File: src/rtl/tinyrv1_pkg.sv
// Shared TinyRV1 pipeline definitions: register/word sizes, bypass source select
// and the source-match helper used by the operand-fetch bypass network.
package tinyrv1_pkg;

    localparam int         XLEN     = 32;
    localparam logic [4:0] REG_ZERO = 5'd0;

    typedef enum logic [2:0] {
        BYP_ZERO,
        BYP_X,
        BYP_M,
        BYP_W,
        BYP_RF
    } byp_sel_t;

    // A later stage supplies a source only if it really writes that non-zero register
    // and the instruction in decode really reads it.
    function automatic logic srcMatch(input logic       stageVal,
                                      input logic       stageWen,
                                      input logic [4:0] stageRd,
                                      input logic [4:0] src,
                                      input logic       srcUsed);
        return stageVal & stageWen & (stageRd == src) & (src != REG_ZERO) & srcUsed;
    endfunction

endpackage

File: src/rtl/operand_bypass.sv
// Resolves one source operand from the regfile or the X/M/W bypass paths and flags
// when that source cannot be supplied this cycle. Forwarding exists only with OPFETCH_BYPASS_EN.
module operand_bypass
    import tinyrv1_pkg::*;
(
    input  logic [4:0]      src_i,
    input  logic            src_use_i,
    input  logic            x_val_i,
    input  logic            x_wen_i,
    input  logic            x_is_load_i,
    input  logic [4:0]      x_rd_i,
    input  logic [XLEN-1:0] x_wdata_i,
    input  logic            m_val_i,
    input  logic            m_wen_i,
    input  logic [4:0]      m_rd_i,
    input  logic [XLEN-1:0] m_wdata_i,
    input  logic            w_val_i,
    input  logic            w_wen_i,
    input  logic [4:0]      w_rd_i,
    input  logic [XLEN-1:0] w_wdata_i,
    input  logic [XLEN-1:0] rf_rdata_i,
    output logic [XLEN-1:0] operand_o,
    output logic            hazard_o
);

    logic     xMatch;
    logic     mMatch;
    logic     wMatch;
    byp_sel_t sel;

    assign xMatch = srcMatch(x_val_i, x_wen_i, x_rd_i, src_i, src_use_i);
    assign mMatch = srcMatch(m_val_i, m_wen_i, m_rd_i, src_i, src_use_i);
    assign wMatch = srcMatch(w_val_i, w_wen_i, w_rd_i, src_i, src_use_i);

`ifdef OPFETCH_BYPASS_EN
    // Youngest writer wins; a load in X has no data yet, so it must stall instead.
    always_comb begin
        sel = BYP_RF;
        if (src_i == REG_ZERO) sel = BYP_ZERO;
        else if (xMatch)       sel = BYP_X;
        else if (mMatch)       sel = BYP_M;
        else if (wMatch)       sel = BYP_W;
    end

    assign hazard_o = xMatch & x_is_load_i;
`else
    // The regfile write lands on the edge after the read, so even a W match must wait.
    always_comb begin
        sel = BYP_RF;
        if (src_i == REG_ZERO) sel = BYP_ZERO;
    end

    assign hazard_o = xMatch | mMatch | wMatch;

    logic unusedBypass;
    assign unusedBypass = ^{x_wdata_i, m_wdata_i, w_wdata_i, x_is_load_i};
`endif

    always_comb begin
        operand_o = rf_rdata_i;
        case (sel)
            BYP_ZERO: operand_o = '0;
            BYP_X:    operand_o = x_wdata_i;
            BYP_M:    operand_o = m_wdata_i;
            BYP_W:    operand_o = w_wdata_i;
            default:  operand_o = rf_rdata_i;
        endcase
    end

endmodule

File: src/rtl/operand_fetch.sv
// TinyRV1 operand-fetch stage: regfile read, per-source bypass, load-use stall, a
// single-entry val/rdy output register and a saturating stall counter (OPFETCH_BYPASS_EN).
module operand_fetch
    import tinyrv1_pkg::*;
#(
    parameter int CTRL_W = 8
) (
    input  logic              clk,
    input  logic              rst,
    input  logic              d_val,
    output logic              d_rdy,
    input  logic [4:0]        d_rs1,
    input  logic [4:0]        d_rs2,
    input  logic              d_use_rs1,
    input  logic              d_use_rs2,
    input  logic [4:0]        d_rd,
    input  logic              d_wen,
    input  logic [CTRL_W-1:0] d_ctrl,
    output logic [4:0]        rf_raddr0,
    output logic [4:0]        rf_raddr1,
    input  logic [XLEN-1:0]   rf_rdata0,
    input  logic [XLEN-1:0]   rf_rdata1,
    input  logic              x_val,
    input  logic              x_wen,
    input  logic              x_is_load,
    input  logic [4:0]        x_rd,
    input  logic [XLEN-1:0]   x_wdata,
    input  logic              m_val,
    input  logic              m_wen,
    input  logic [4:0]        m_rd,
    input  logic [XLEN-1:0]   m_wdata,
    input  logic              w_val,
    input  logic              w_wen,
    input  logic [4:0]        w_rd,
    input  logic [XLEN-1:0]   w_wdata,
    input  logic              squash,
    output logic              o_val,
    input  logic              o_rdy,
    output logic [XLEN-1:0]   o_op0,
    output logic [XLEN-1:0]   o_op1,
    output logic [4:0]        o_rd,
    output logic              o_wen,
    output logic [CTRL_W-1:0] o_ctrl,
    output logic [31:0]       stall_cnt
);

    logic [XLEN-1:0]   operand0;
    logic [XLEN-1:0]   operand1;
    logic              srcHazard0;
    logic              srcHazard1;
    logic              hazard;
    logic              accept;
    logic              stallEvent;

    logic              oVal_q,   oVal_d;
    logic [XLEN-1:0]   op0_q,    op0_d;
    logic [XLEN-1:0]   op1_q,    op1_d;
    logic [4:0]        rd_q,     rd_d;
    logic              wen_q,    wen_d;
    logic [CTRL_W-1:0] ctrl_q,   ctrl_d;
    logic [31:0]       stallCnt_q, stallCnt_d;

    assign rf_raddr0 = d_rs1;
    assign rf_raddr1 = d_rs2;

    operand_bypass u_bypass0 (
        .src_i       (d_rs1),
        .src_use_i   (d_use_rs1),
        .x_val_i     (x_val),
        .x_wen_i     (x_wen),
        .x_is_load_i (x_is_load),
        .x_rd_i      (x_rd),
        .x_wdata_i   (x_wdata),
        .m_val_i     (m_val),
        .m_wen_i     (m_wen),
        .m_rd_i      (m_rd),
        .m_wdata_i   (m_wdata),
        .w_val_i     (w_val),
        .w_wen_i     (w_wen),
        .w_rd_i      (w_rd),
        .w_wdata_i   (w_wdata),
        .rf_rdata_i  (rf_rdata0),
        .operand_o   (operand0),
        .hazard_o    (srcHazard0)
    );

    operand_bypass u_bypass1 (
        .src_i       (d_rs2),
        .src_use_i   (d_use_rs2),
        .x_val_i     (x_val),
        .x_wen_i     (x_wen),
        .x_is_load_i (x_is_load),
        .x_rd_i      (x_rd),
        .x_wdata_i   (x_wdata),
        .m_val_i     (m_val),
        .m_wen_i     (m_wen),
        .m_rd_i      (m_rd),
        .m_wdata_i   (m_wdata),
        .w_val_i     (w_val),
        .w_wen_i     (w_wen),
        .w_rd_i      (w_rd),
        .w_wdata_i   (w_wdata),
        .rf_rdata_i  (rf_rdata1),
        .operand_o   (operand1),
        .hazard_o    (srcHazard1)
    );

    // squash is deliberately kept out of d_rdy; it only gates whether the handshake takes effect.
    assign hazard     = d_val & (srcHazard0 | srcHazard1);
    assign d_rdy      = ~hazard & (~oVal_q | o_rdy);
    assign accept     = d_val & d_rdy & ~squash;
    assign stallEvent = d_val & ~d_rdy & ~squash;

    always_comb begin
        oVal_d     = oVal_q;
        op0_d      = op0_q;
        op1_d      = op1_q;
        rd_d       = rd_q;
        wen_d      = wen_q;
        ctrl_d     = ctrl_q;
        stallCnt_d = stallCnt_q;

        if (squash) begin
            oVal_d = 1'b0;
        end else if (accept) begin
            oVal_d = 1'b1;
            op0_d  = operand0;
            op1_d  = operand1;
            rd_d   = d_rd;
            wen_d  = d_wen & (d_rd != REG_ZERO);
            ctrl_d = d_ctrl;
        end else if (o_rdy) begin
            oVal_d = 1'b0;
        end

        if (stallEvent && (stallCnt_q != 32'hFFFF_FFFF)) begin
            stallCnt_d = stallCnt_q + 32'd1;
        end
    end

    always_ff @(posedge clk or posedge rst) begin
        if (rst) begin
            oVal_q     <= 1'b0;
            op0_q      <= '0;
            op1_q      <= '0;
            rd_q       <= '0;
            wen_q      <= 1'b0;
            ctrl_q     <= '0;
            stallCnt_q <= '0;
        end else begin
            oVal_q     <= oVal_d;
            op0_q      <= op0_d;
            op1_q      <= op1_d;
            rd_q       <= rd_d;
            wen_q      <= wen_d;
            ctrl_q     <= ctrl_d;
            stallCnt_q <= stallCnt_d;
        end
    end

    assign o_val     = oVal_q;
    assign o_op0     = op0_q;
    assign o_op1     = op1_q;
    assign o_rd      = rd_q;
    assign o_wen     = wen_q;
    assign o_ctrl    = ctrl_q;
    assign stall_cnt = stallCnt_q;

endmodule

File: config.mk
export PLATFORM = sky130hd
export DESIGN_NAME = operand_fetch
export DESIGN_NICKNAME = d
export VERILOG_FILES = /design/src/rtl/tinyrv1_pkg.sv /design/src/rtl/operand_bypass.sv /design/src/rtl/operand_fetch.sv
export SDC_FILE = /design/constraint.sdc
export NUM_CORES = 1
export LEC_CHECK = 0
export BUFFER_PORTS_ARGS = -buffer_cell sky130_fd_sc_hd__buf_4
export CORE_AREA = 3 3 128 130
export CTS_CLUSTER_SIZE = 10
export DETAILED_ROUTE_END_ITERATION = 10
export DIE_AREA = 0 0 131 133
export GPL_ROUTABILITY_DRIVEN = 0
export GPL_TIMING_DRIVEN = 0
export PLACE_DENSITY = 0.66
export SLEW_MARGIN = 20
export SYNTH_ARGS = -nofsm -noshare
export SYNTH_HDL_FRONTEND = slang
export SYNTH_SLANG_ARGS = --single-unit
File: constraint.sdc
create_clock -name clk -period 7.2 [get_ports clk]
set_input_delay 0.36 -clock clk [delete_from_list [all_inputs] [get_ports clk]]
set_output_delay 0.36 -clock clk [all_outputs]
set_load 0.01 [all_outputs]
==> results of run 1 <==
-- area by class of cell --
cell class	count	area, µm²	share of cell area
Inverter	3	16.3	0.00213
Buffer	40	253	0.0332
Clock buffer	10	229	0.0300
Timing Repair Buffer	238	1810	0.237
Sequential cell	111	2780	0.364
Multi-Input combinational cell	382	2190	0.287
Tap cell	211	264	0.0346
Clock inverter	6	85.1	0.0112
-- Yosys cell counts --
master / count / area [µm²]
o31ai_1: 1 / 7.51
nor3_1: 18 / 90.1
clkbuf_1: 17 / 63.8
o21ai_0: 50 / 250
a31oi_1: 2 / 12.5
o21ai_1: 18 / 90.1
and4_1: 4 / 35.0
or2_2: 1 / 6.26
and3_1: 5 / 31.3
buf_6: 8 / 90.1
or3_1: 1 / 6.26
buf_1: 1 / 3.75
nor4_1: 15 / 93.8
xor2_1: 54 / 473
nor2_2: 1 / 6.26
mux2_4: 13 / 195
nand3_1: 8 / 40.0
dfrtp_1: 111 / 2780
buf_4: 10 / 75.1
nor2_1: 7 / 26.3
inv_1: 3 / 11.3
nor2b_1: 2 / 12.5
nor3b_1: 3 / 22.5
or4b_1: 1 / 10.0
nand2_1: 146 / 548
ha_1: 1 / 12.5
and2_1: 5 / 31.3
xnor2_1: 7 / 61.3
mux2_2: 1 / 11.3
or4_1: 1 / 7.51
nand4_1: 16 / 100
buf_2: 4 / 20.0
nor4b_1: 1 / 8.76
-- report_power, final --
group / switching [mW] / internal, mW / total (mW)
Combinational: 0.206 / 0.224 / 0.431
Sequential: 0.0591 / 0.708 / 0.767
Clock: 0.229 / 0.304 / 0.533
-- metal layers --
layer / vias up / routed length (µm) / global-route usage
met1: 2197 / 6750 / 0.232
met4: 0 / 285 / 0.0640
met5: - / 0 / 0
li1: 2294 / - / -
met3: 18 / 1190 / 0.0521
met2: 181 / 7920 / 0.297
-- registers in the layout, summed over array words and instances (netlist names) --
signal,flops
o_ctrl,8
o_op0,32
o_op1,32
o_rd,5
o_val,1
o_wen,1
stall_cnt,32
-- final timing paths --
| path | cells after the start | end | start |
|---|---|---|---|
| worst min register to register | 2 | o_op1[22] | o_op1[22] |
| worst min-delay path | 2 | o_op0[25] | rst |
| max in group asynchronous | 3 | o_ctrl[0] | rst |
| worst max register to register | 8 | stall_cnt[12] | stall_cnt[12] |
| worst max-delay path | 9 | stall_cnt[12] | d_rs2[0] |
| min in group clk | 2 | o_val | squash |
-- cell families (layout without fill, tap and decap cells) --
logic type               count (synthesis)  after routing  synth area share
AND/OR/NAND/NOR                        235            235             0.206
flip-flops                             111            111             0.531
AO/OA/AOI/OAI                           71             71            0.0689
XOR/XNOR                                61             61             0.102
buffers and inverters                   43            297            0.0505
multiplexers                            14             14            0.0395
adder cells (fa/ha/maj)                  1              1           0.00239
-- critical path: cells and delay by family --
family	cells	cell delay [ns]
buf+inv	2	0.62
simple gates	4	0.67
compound gates	2	0.82
xor+xnor	1	0.17
==> metrics.cfg, run 1 <==
[status]
status = completed

[cells_and_area]
fill_cells = 1471
area_growth_pct = 45.7
nets = 999
diodes = 0
finalNonFillerCells = 1001
layout_common_cells = buf_4 (247), nand2_1 (146), dfrtp_1 (111), xor2_1 (54), o21ai_0 (50)
final_common_cell = buf_4
design_area_mm2 = 0.00762
drive_gt1_frac = 0.370
post-route-util = 0.499

[power]
peakVddDrop_mv = 0.107
power_density_mw_per_mm2 = 227
power_mw = 1.73
power.leakage_nw = 4.04

[routing]
drc_errors = 0
wl_um = 16200
firstDrtPassIters = 4
viasPerCell = 4.69
ant_nets = 0
vias = 4690
drt_iter0_drc = 260
routedWlPerCell_um = 16.1

[logic_synthesis]
yosysWarnings = 0
syn_nets = 750
ys_seq_elements = 111
ys_seq_area_frac = 0.531
syn_avg_cell_area_um2 = 9.76
syn_area_mm2 = 0.00523
syn_inst = 536
ys_types = 33

[die]
core_mm2 = 0.0153
initial_core_util = 0.343
ioPinCount = 335
row_count = 45
die_x_um = 131
die_y_um = 133
fp.dieArea_mm2 = 0.0174

[setup_path]
worstSetupEndpointType = register
critPathSlowestCell = o31ai_1
cp_common_cell = nand2_1
critPathMaxStageDelay_ns = 0.75
cp.required_ns = 7.42
cp_cell_sequence = buf_4 -> nor3_1 -> nand2_1 -> nand2_1 -> a31oi_1 -> o31ai_1 -> clkbuf_1 -> nor4_1 -> xor2_1
cp-start-kind = input pin
rrSetupSlack_ns = 4.86
critPathMaxFanout = 10
critical_path_class = input pin to register
arrival_ns = 2.63

[placed_design]
io_buffers = 237
dp.cells = 985
placed_cell_area_mm2 = 0.00731
place_ws_ns = 4.45
place_hpwl_um = 12600

[cts]
ctsHtreeMaxLevel = 3
cts_hold_buf = 0
cts_root_buf = clkbuf_16
cts_tree = done
cts_sinks = 111
clk_latency_ns = 0.35
post_cts_buffers = 0
cts_resized = 0
clock_path_buffers = 2
clk_pin_slew_ns = 0.07
cts_made_buffers = 9

[timing]
clock_skew_ns = 0.00864
finalSetupTns_ns = 0
slew_headroom = 0.437
hold_viol = 0
fin_crit_sh = 0.335
fmax_mhz = 414
layout_min_cycle_time_ns = 2.41
tightestPinTransition_ns = 0.838
setup_viol = 0
grt_setup_unrepaired = false
whs_ns = 0.0494
setup_slack_ns = 4.79
finalMaxSlewViolations = 0

[global_route]
grt_pass1_vias = 4716
track_usage = 0.183
antenna_found_initial = 0
grt-ovfl-total = 0
grt_pass1_wl_um = 25100
grt_max_degree = 60

[min_path]
min_path_type = input pin to asynchronous set/reset pin

[flow_run]
drv_cap = 0

No activity file was read; power rests on OpenSTA's default activity.
==> run 2: changes to the inputs <==
--- a/config.mk
+++ b/config.mk
@@ -5,14 +5,15 @@
 export SDC_FILE = /design/constraint.sdc
 export NUM_CORES = 1
 export LEC_CHECK = 0
+export ABC_AREA = 1
 export BUFFER_PORTS_ARGS = -buffer_cell sky130_fd_sc_hd__buf_4
-export CORE_AREA = 3 3 128 130
+export CORE_AREA = 3 3 129 131
 export CTS_CLUSTER_SIZE = 10
 export DETAILED_ROUTE_END_ITERATION = 10
-export DIE_AREA = 0 0 131 133
+export DIE_AREA = 0 0 132 134
 export GPL_ROUTABILITY_DRIVEN = 0
 export GPL_TIMING_DRIVEN = 0
-export PLACE_DENSITY = 0.66
+export PLACE_DENSITY = 0.73
 export SLEW_MARGIN = 20
 export SYNTH_ARGS = -nofsm -noshare
 export SYNTH_HDL_FRONTEND = slang
==> constraint.sdc (replaced) <==
create_clock -name clk -period 2.1 [get_ports clk]
set_input_delay 0.105 -clock clk [delete_from_list [all_inputs] [get_ports clk]]
set_output_delay 0.105 -clock clk [all_outputs]
set_load 0.01 [all_outputs]
==> metrics.cfg, run 2 <==
[setup_path]
critical_path_class = register to register
critPathMaxFanout = 10  ; unchanged
critPathSlowestCell = dfrtp_1
cp-start-kind = register
crit_family = simple AND/OR/NAND/NOR gates
cp_cell_sequence = ha_1 -> nand2_1 -> nor2_1 -> nand2_2 -> nor2_4 -> nand3_4 -> nor2_4 -> nand3_4 -> buf_4 -> nand4_1 -> nand2_1
path_buf_inv = 1  ; -1
critPathMaxStageDelay_ns = 0.38  ; -0.37 ns
worstSetupEndpointType = register
arrival_ns = 2.18  ; -0.45 ns
cp.required_ns = 2.35  ; -5.07 ns

[cells_and_area]
area_growth_pct = 51.1
layout_common_cells = nand2_1 (339), buf_4 (263), dfrtp_1 (110), o21ai_1 (65), inv_1 (61)
multi_input_area_mm2 = 0.00270  ; +23%
final_common_cell = nand2_1
nets = 1332  ; +33%
drive_gt1_frac = 0.288  ; -0.0820
fill_cells = 1432  ; -2.7%
post-route-util = 0.580  ; +0.0808
register_area_mm2 = 0.00278  ; about the same
diodes = 0  ; unchanged

[logic_synthesis]
ys_seq_elements = 111  ; unchanged
synth_edf_count = 0  ; unchanged
synthTopCellsByCount = nand2_1 (339), dfrtp_1 (111), o21ai_1 (65), inv_1 (62), nor2_1 (45)
ys_types = 26  ; -21%
syn_inst = 807  ; +51%
syn_avg_cell_area_um2 = 7.48  ; -23%
ys_async_sr_fraction = 1.00  ; unchanged
syn_nets = 1021  ; +36%
synth_area_leaders = dfrtp_1 (46%), nand2_1 (21%), o21ai_1 (5.4%)
ys.flop_type = dfrtp_1
ys_seq_area_frac = 0.460  ; -0.0708
synth_area_leader_cell = dfrtp_1
synth_top_cell_area_share = 0.460  ; -0.0708
yosysWarnings = 0  ; unchanged
yosysMostFrequentCell = nand2_1
syn_area_mm2 = 0.00604  ; +15%

[routing]
wl_um = 20200  ; +25%
vias = 6442  ; +37%
drt_iter0_drc = 326  ; +25%
viasPerCell = 4.81  ; +2.7%
routedWlPerCell_um = 15.1  ; -6.4%
drc_errors = 0  ; unchanged
ant_nets = 0  ; unchanged
firstDrtPassIters = 5  ; +1

[power]
p_sw_frac = 0.287  ; +0.00137
power.leakage_nw = 4.93  ; +22%
power_density_mw_per_mm2 = 662  ; +190%
clkPwrFrac = 0.313  ; +0.005
seq_power_share = 0.428  ; -0.015
peakVddDrop_mv = 0.460  ; +330%
switching_power_mw = 1.73  ; +250%
internal_power_mw = 4.30  ; +250%
pwr-share-comb = 0.259  ; +0.010

[die]
core_mm2 = 0.0157  ; +3.0%
fp.dieArea_mm2 = 0.0177  ; +1.5%
initial_core_util = 0.384  ; +0.0413
die_y_um = 134  ; +0.75%
row_count = 46  ; +2.2%
ioPinCount = 335  ; unchanged
die_x_um = 132  ; +0.76%

[global_route]
track_usage = 0.227  ; +0.0442
grt-ovfl-total = 0  ; unchanged
grt_pass1_wl_um = 32300  ; +29%
grt_max_degree = 34  ; -43%
antenna_found_initial = 0  ; unchanged
grt_pass1_vias = 6278  ; +33%

[cts]
cts_sinks = 111  ; unchanged
cts_root_buf = clkbuf_16
clk_pin_slew_ns = 0.07  ; about the same
clk_latency_ns = 0.35  ; about the same
clock_path_buffers = 2  ; unchanged
ctsHtreeMaxLevel = 3  ; unchanged
cts_tree = done
cts_made_buffers = 9  ; unchanged

[placed_design]
place_ws_ns = 0.0698  ; -4.38 ns
place_hpwl_um = 15000  ; +19%
io_buffers = 237  ; unchanged

[timing]
setup_viol = 0  ; unchanged
setup_slack_ns = 0.165  ; -4.62 ns
fin_crit_sh = 0.921
hold_viol = 0  ; unchanged
layout_min_cycle_time_ns = 1.93
clock_skew_ns = 0.00713  ; -0.00152 ns
slew_headroom = 0.569  ; +0.132
whs_ns = 0.0177  ; -0.0316 ns
tightestPinTransition_ns = 0.644  ; -0.194 ns
fmax_mhz = 517
finalMaxSlewViolations = 0  ; unchanged

[min_path]
min_path_type = input pin to register

[flow_run]
drv_cap = 0  ; unchanged

[status]
status = completed

==> run 2: path summary, 6_finish.rpt <==
check	start	to	slack, ns	cells past startpoint
worst max-delay path	stall_cnt[1]	stall_cnt[10]	0.17	11
worst min-delay path	rf_rdata0[12]	o_op0[12]	0.02	3
worst max register to register	stall_cnt[1]	stall_cnt[10]	0.17	11
worst min register to register	o_op0[3]	o_op0[3]	0.49	2
max in group asynchronous	rst	o_op1[8]	1.16	6
min in group asynchronous	rst	stall_cnt[1]	0.34	4
==> run 2: what timing repair did <==
| item | CTS | global route |
|---|---|---|
| setup endpoints to repair | 0 | 32 |
| buffers inserted | 0 | 6 |
| resized for setup | 0 | 13 |
| hold endpoints to repair | 82 | 0 |
| hold buffers | 53 | 0 |
==> run 2: final cells by class <==
| class | count | area share |
|---|---|---|
| Tap cell | 216 | 0.0296 |
| Buffer | 46 | 0.0376 |
| Inverter | 67 | 0.0280 |
| Timing Repair Buffer | 300 | 0.268 |
| Clock inverter | 5 | 0.00892 |
| Sequential cell | 111 | 0.305 |
| Multi-Input combinational cell | 583 | 0.297 |
| Clock buffer | 11 | 0.0266 |
==> run 2: per-layer routing <==
layer  vias up  share of wire  routed length (µm)  GRT usage
li1       3170              -                   -          -
met1      2989           0.41                8360      0.283
met2       250           0.49                9870      0.382
met3        33          0.068                1380     0.0536
met4         0          0.030                 606     0.0933
met5         -              0                   0          0
==> run 2: worst reg2reg max path, cell delays in order (launching register included) <==
cell and delay [ns]:
dfrtp_1 0.38, ha_1 0.19, nand2_1 0.09, nor2_1 0.12, nand2_2 0.10, nor2_4 0.16, nand3_4 0.13, nor2_4 0.13
nand3_4 0.12, buf_4 0.22, nand4_1 0.11, nand2_1 0.07
==> run 2: cell families (layout without fill, tap and decap cells) <==
group / count (synthesis) / after routing / share of synthesized area
compound gates: 82 / 82 / 0.0680
simple gates: 474 / 474 / 0.336
flops: 111 / 111 / 0.460
fa+ha+maj: 1 / 1 / 0.00207
xor+xnor: 26 / 26 / 0.0377
buf+inv: 113 / 429 / 0.0960
==> run 2: per-stage QoR <==
step           cell area (µm²)  TNS (ns)  total power [mW]  cells
2_1_floorplan             6040         0              3.22    807
5_1_grt                   9120   -0.0290              6.36   1339
3_5_place_dp              8180         0              4.07   1264
3_3_place_gp              8090    -16.17              4.01   1260
6_report                  9120         0              6.04   1339
4_1_cts                   9030         0              6.07   1333
==> run 2: power by group through the flow <==
stage / logic [mW] / registers [mW] / clock network [mW]
final: 1.57 / 2.58 / 1.89
after global routing: 1.72 / 2.62 / 2.02
after CTS: 1.53 / 2.58 / 1.95
after detailed placement: 1.45 / 2.62 / 0
after global placement: 1.40 / 2.61 / 0
after floorplan: 0.493 / 2.73 / 0
==> run 3: changes to the inputs <==
--- a/config.mk
+++ b/config.mk
@@ -7,13 +7,13 @@
 export LEC_CHECK = 0
 export ABC_AREA = 1
 export BUFFER_PORTS_ARGS = -buffer_cell sky130_fd_sc_hd__buf_4
-export CORE_AREA = 3 3 129 131
+export CORE_MARGIN = 5
+export CORE_UTILIZATION = 41
 export CTS_CLUSTER_SIZE = 10
 export DETAILED_ROUTE_END_ITERATION = 10
-export DIE_AREA = 0 0 132 134
 export GPL_ROUTABILITY_DRIVEN = 0
 export GPL_TIMING_DRIVEN = 0
-export PLACE_DENSITY = 0.73
+export PLACE_DENSITY = 0.78
 export SLEW_MARGIN = 20
 export SYNTH_ARGS = -nofsm -noshare
 export SYNTH_HDL_FRONTEND = slang
==> constraint.sdc (replaced) <==
create_clock -name clk -period 2.1 [get_ports clk]
set_input_delay 0.105 -clock clk [delete_from_list [all_inputs] [get_ports clk]]
set_output_delay 0.105 -clock clk [all_outputs]
set_load 0.05 [all_outputs]
==> metrics.cfg, run 3 (synthesis results as in run 2) <==
[power]
switching_power_mw = 2.62  ; +51%
power_density_mw_per_mm2 = 781  ; +18%
seq_power_share = 0.377  ; -0.051
peakVddDrop_mv = 0.516  ; +12%
power.leakage_nw = 4.81  ; -2.4%
p_sw_frac = 0.381  ; +0.0936
pwr-share-comb = 0.348  ; +0.089
clkPwrFrac = 0.275  ; -0.038
internal_power_mw = 4.25  ; -1.2%

[cts]
clock_path_buffers = 2  ; unchanged
cts_root_buf = clkbuf_16
clk_pin_slew_ns = 0.08  ; about the same
post_cts_buffers = 0  ; unchanged
clk_latency_ns = 0.35  ; about the same
cts_sinks = 111  ; unchanged
ctsHtreeMaxLevel = 3  ; unchanged
cts_tree = done
cts_made_buffers = 9  ; unchanged

[status]
status = completed

[timing]
fin_crit_sh = 0.939  ; +0.0172
grt_setup_unrepaired = false
clock_skew_ns = 0.00551  ; -0.00161 ns
slew_headroom = 0.467  ; -0.102
setup_viol = 0  ; unchanged
layout_min_cycle_time_ns = 1.97  ; +0.0361 ns
fmax_mhz = 507  ; -1.8%
hold_viol = 0  ; unchanged
finalSetupTns_ns = 0  ; unchanged
whs_ns = 0.0114  ; -0.00634 ns
finalMaxSlewViolations = 0  ; unchanged
tightestPinTransition_ns = 0.796  ; +0.152 ns

[cells_and_area]
post-route-util = 0.608  ; +0.0274
diodes = 0  ; unchanged
drive_gt1_frac = 0.289  ; +0.00188
design_area_mm2 = 0.00880  ; -3.5%
finalNonFillerCells = 1279  ; -4.5%
layout_common_cells = nand2_1 (339), buf_4 (258), dfrtp_1 (109), o21ai_1 (65), inv_1 (61)
area_growth_pct = 45.8
nets = 1304  ; -2.1%
final_common_cell = nand2_1

[routing]
viasPerCell = 4.92  ; +2.3%
firstDrtPassIters = 5  ; unchanged
drc_errors = 0  ; unchanged
wl_met1_um = 8140  ; -2.7%
vias = 6296  ; -2.3%
drt_iter0_drc = 392  ; +20%
dr_wl_met2_um = 9280  ; -6.0%
top_layer = met4
ant_nets = 0  ; unchanged
routedWlPerCell_um = 15.3  ; +1.4%
wl_um = 19600  ; -3.2%
wl_met3_um = 1690  ; +22%

[placed_design]
placed_cell_area_mm2 = 0.00814  ; -0.46%
dp.cells = 1232  ; -2.5%
io_buffers = 237  ; unchanged
place_hpwl_um = 14800  ; -1.1%

[setup_path]
critical_path_class = register to register
cp-start-kind = register
worstSetupEndpointType = register
cp.required_ns = 2.34  ; about the same
timing.rr.end = stall_cnt[30]
arrival_ns = 2.22  ; +0.04 ns
timing.rr.start = stall_cnt[0]
critPathMaxFanout = 10  ; unchanged
reg2regPathDepth = 11  ; unchanged
rrSetupSlack_ns = 0.13  ; -0.04 ns

[global_route]
grt_max_degree = 30  ; -12%
grt_pass1_wl_um = 32100  ; -0.75%
grt-ovfl-total = 0  ; unchanged
grt_pass1_vias = 6168  ; -1.8%
track_usage = 0.223  ; -0.00490
antenna_found_initial = 0  ; unchanged

[die]
die_y_um = 131  ; -2.0%
ioPinCount = 335  ; unchanged
core_mm2 = 0.0145  ; -7.9%
fp.dieArea_mm2 = 0.0172  ; -2.5%
die_x_um = 131  ; -0.51%
initial_core_util = 0.417  ; +0.0327
row_count = 44  ; -4.3%

[min_path]
min_from = rf_rdata0[0]
min_path_cells = 3  ; unchanged
whs_endpoint = o_op0[0]
min_path_type = input pin to register

[flow_run]
drv_cap = 0  ; unchanged

run 3: cell types whose count changed in the layout (fill, tap and decap cells not counted), sizes merged:
| cell | previous run | this run |
|---|---|---|
| clkinvlp | 2 | 1 |
| inv | 66 | 69 |
| buf | 282 | 276 |
| dlygate4sd3 | 53 | 31 |
| clkbuf | 22 | 20 |
run 3: layer usage:
| layer | GRT usage | vias to the layer above |
|---|---|---|
| li1 | - | 3110 |
| met1 | 0.284 | 2872 |
| met2 | 0.366 | 282 |
| met3 | 0.0642 | 32 |
| met4 | 0.0703 | 0 |
| met5 | 0 | - |
run 3: layout make-up:
cell class	count	area, µm²
Sequential cell	111	2780
Clock inverter	7	100
Tap cell	184	230
Timing Repair Buffer	272	2180
Clock buffer	9	225
Buffer	46	339
Inverter	67	255
Multi-Input combinational cell	583	2690
Fill cell	1310	5680
run 3: power groups by stage:
stage          Clock (mW)  Sequential [mW]  Combinational [mW]
3_3_place_gp            0             2.61                2.31
5_1_grt              2.01             2.62                2.55
6_report             1.89             2.59                2.39
3_5_place_dp            0             2.62                2.35
2_1_floorplan           0             3.56               0.529
4_1_cts              1.94             2.59                2.40
run 3: stage by stage:
step	setup WS, ns	power, mW
floorplan	0.135	4.09
global placement	-0.286	4.92
detailed placement	0.102	4.98
CTS	0.0896	6.92
global route	0.00502	7.18
finish	0.129	6.87
run 3: worst max-delay path by stage:
stage	startpoint	endpoint	slack (ns)
detailed placement	stall_cnt[0]	stall_cnt[2]	0.10
global route	stall_cnt[0]	stall_cnt[2]	0.005
CTS	stall_cnt[0]	stall_cnt[2]	0.09
global placement	rst	stall_cnt[1]	-0.29
finish	stall_cnt[0]	stall_cnt[30]	0.13
floorplan	stall_cnt[0]	stall_cnt[11]	0.13
run 3: timing repair:
action                                  in CTS  in global routing
hold buffers                                31                  0
resized for setup                            0                  9
endpoints found under the hold margin       45                  0
endpoints found under the setup margin       0                 31
run 3: critical path: stages, from the launching register on:
cell     delay, ns
dfrtp_2       0.40
ha_1          0.19
nand2_1       0.09
nor2_1        0.12
nand2_2       0.12
nor2_4        0.15
nand3_4       0.13
nor2_4        0.13
nand3_4       0.12
buf_4         0.23
nand4_1       0.11
nand2_1       0.06
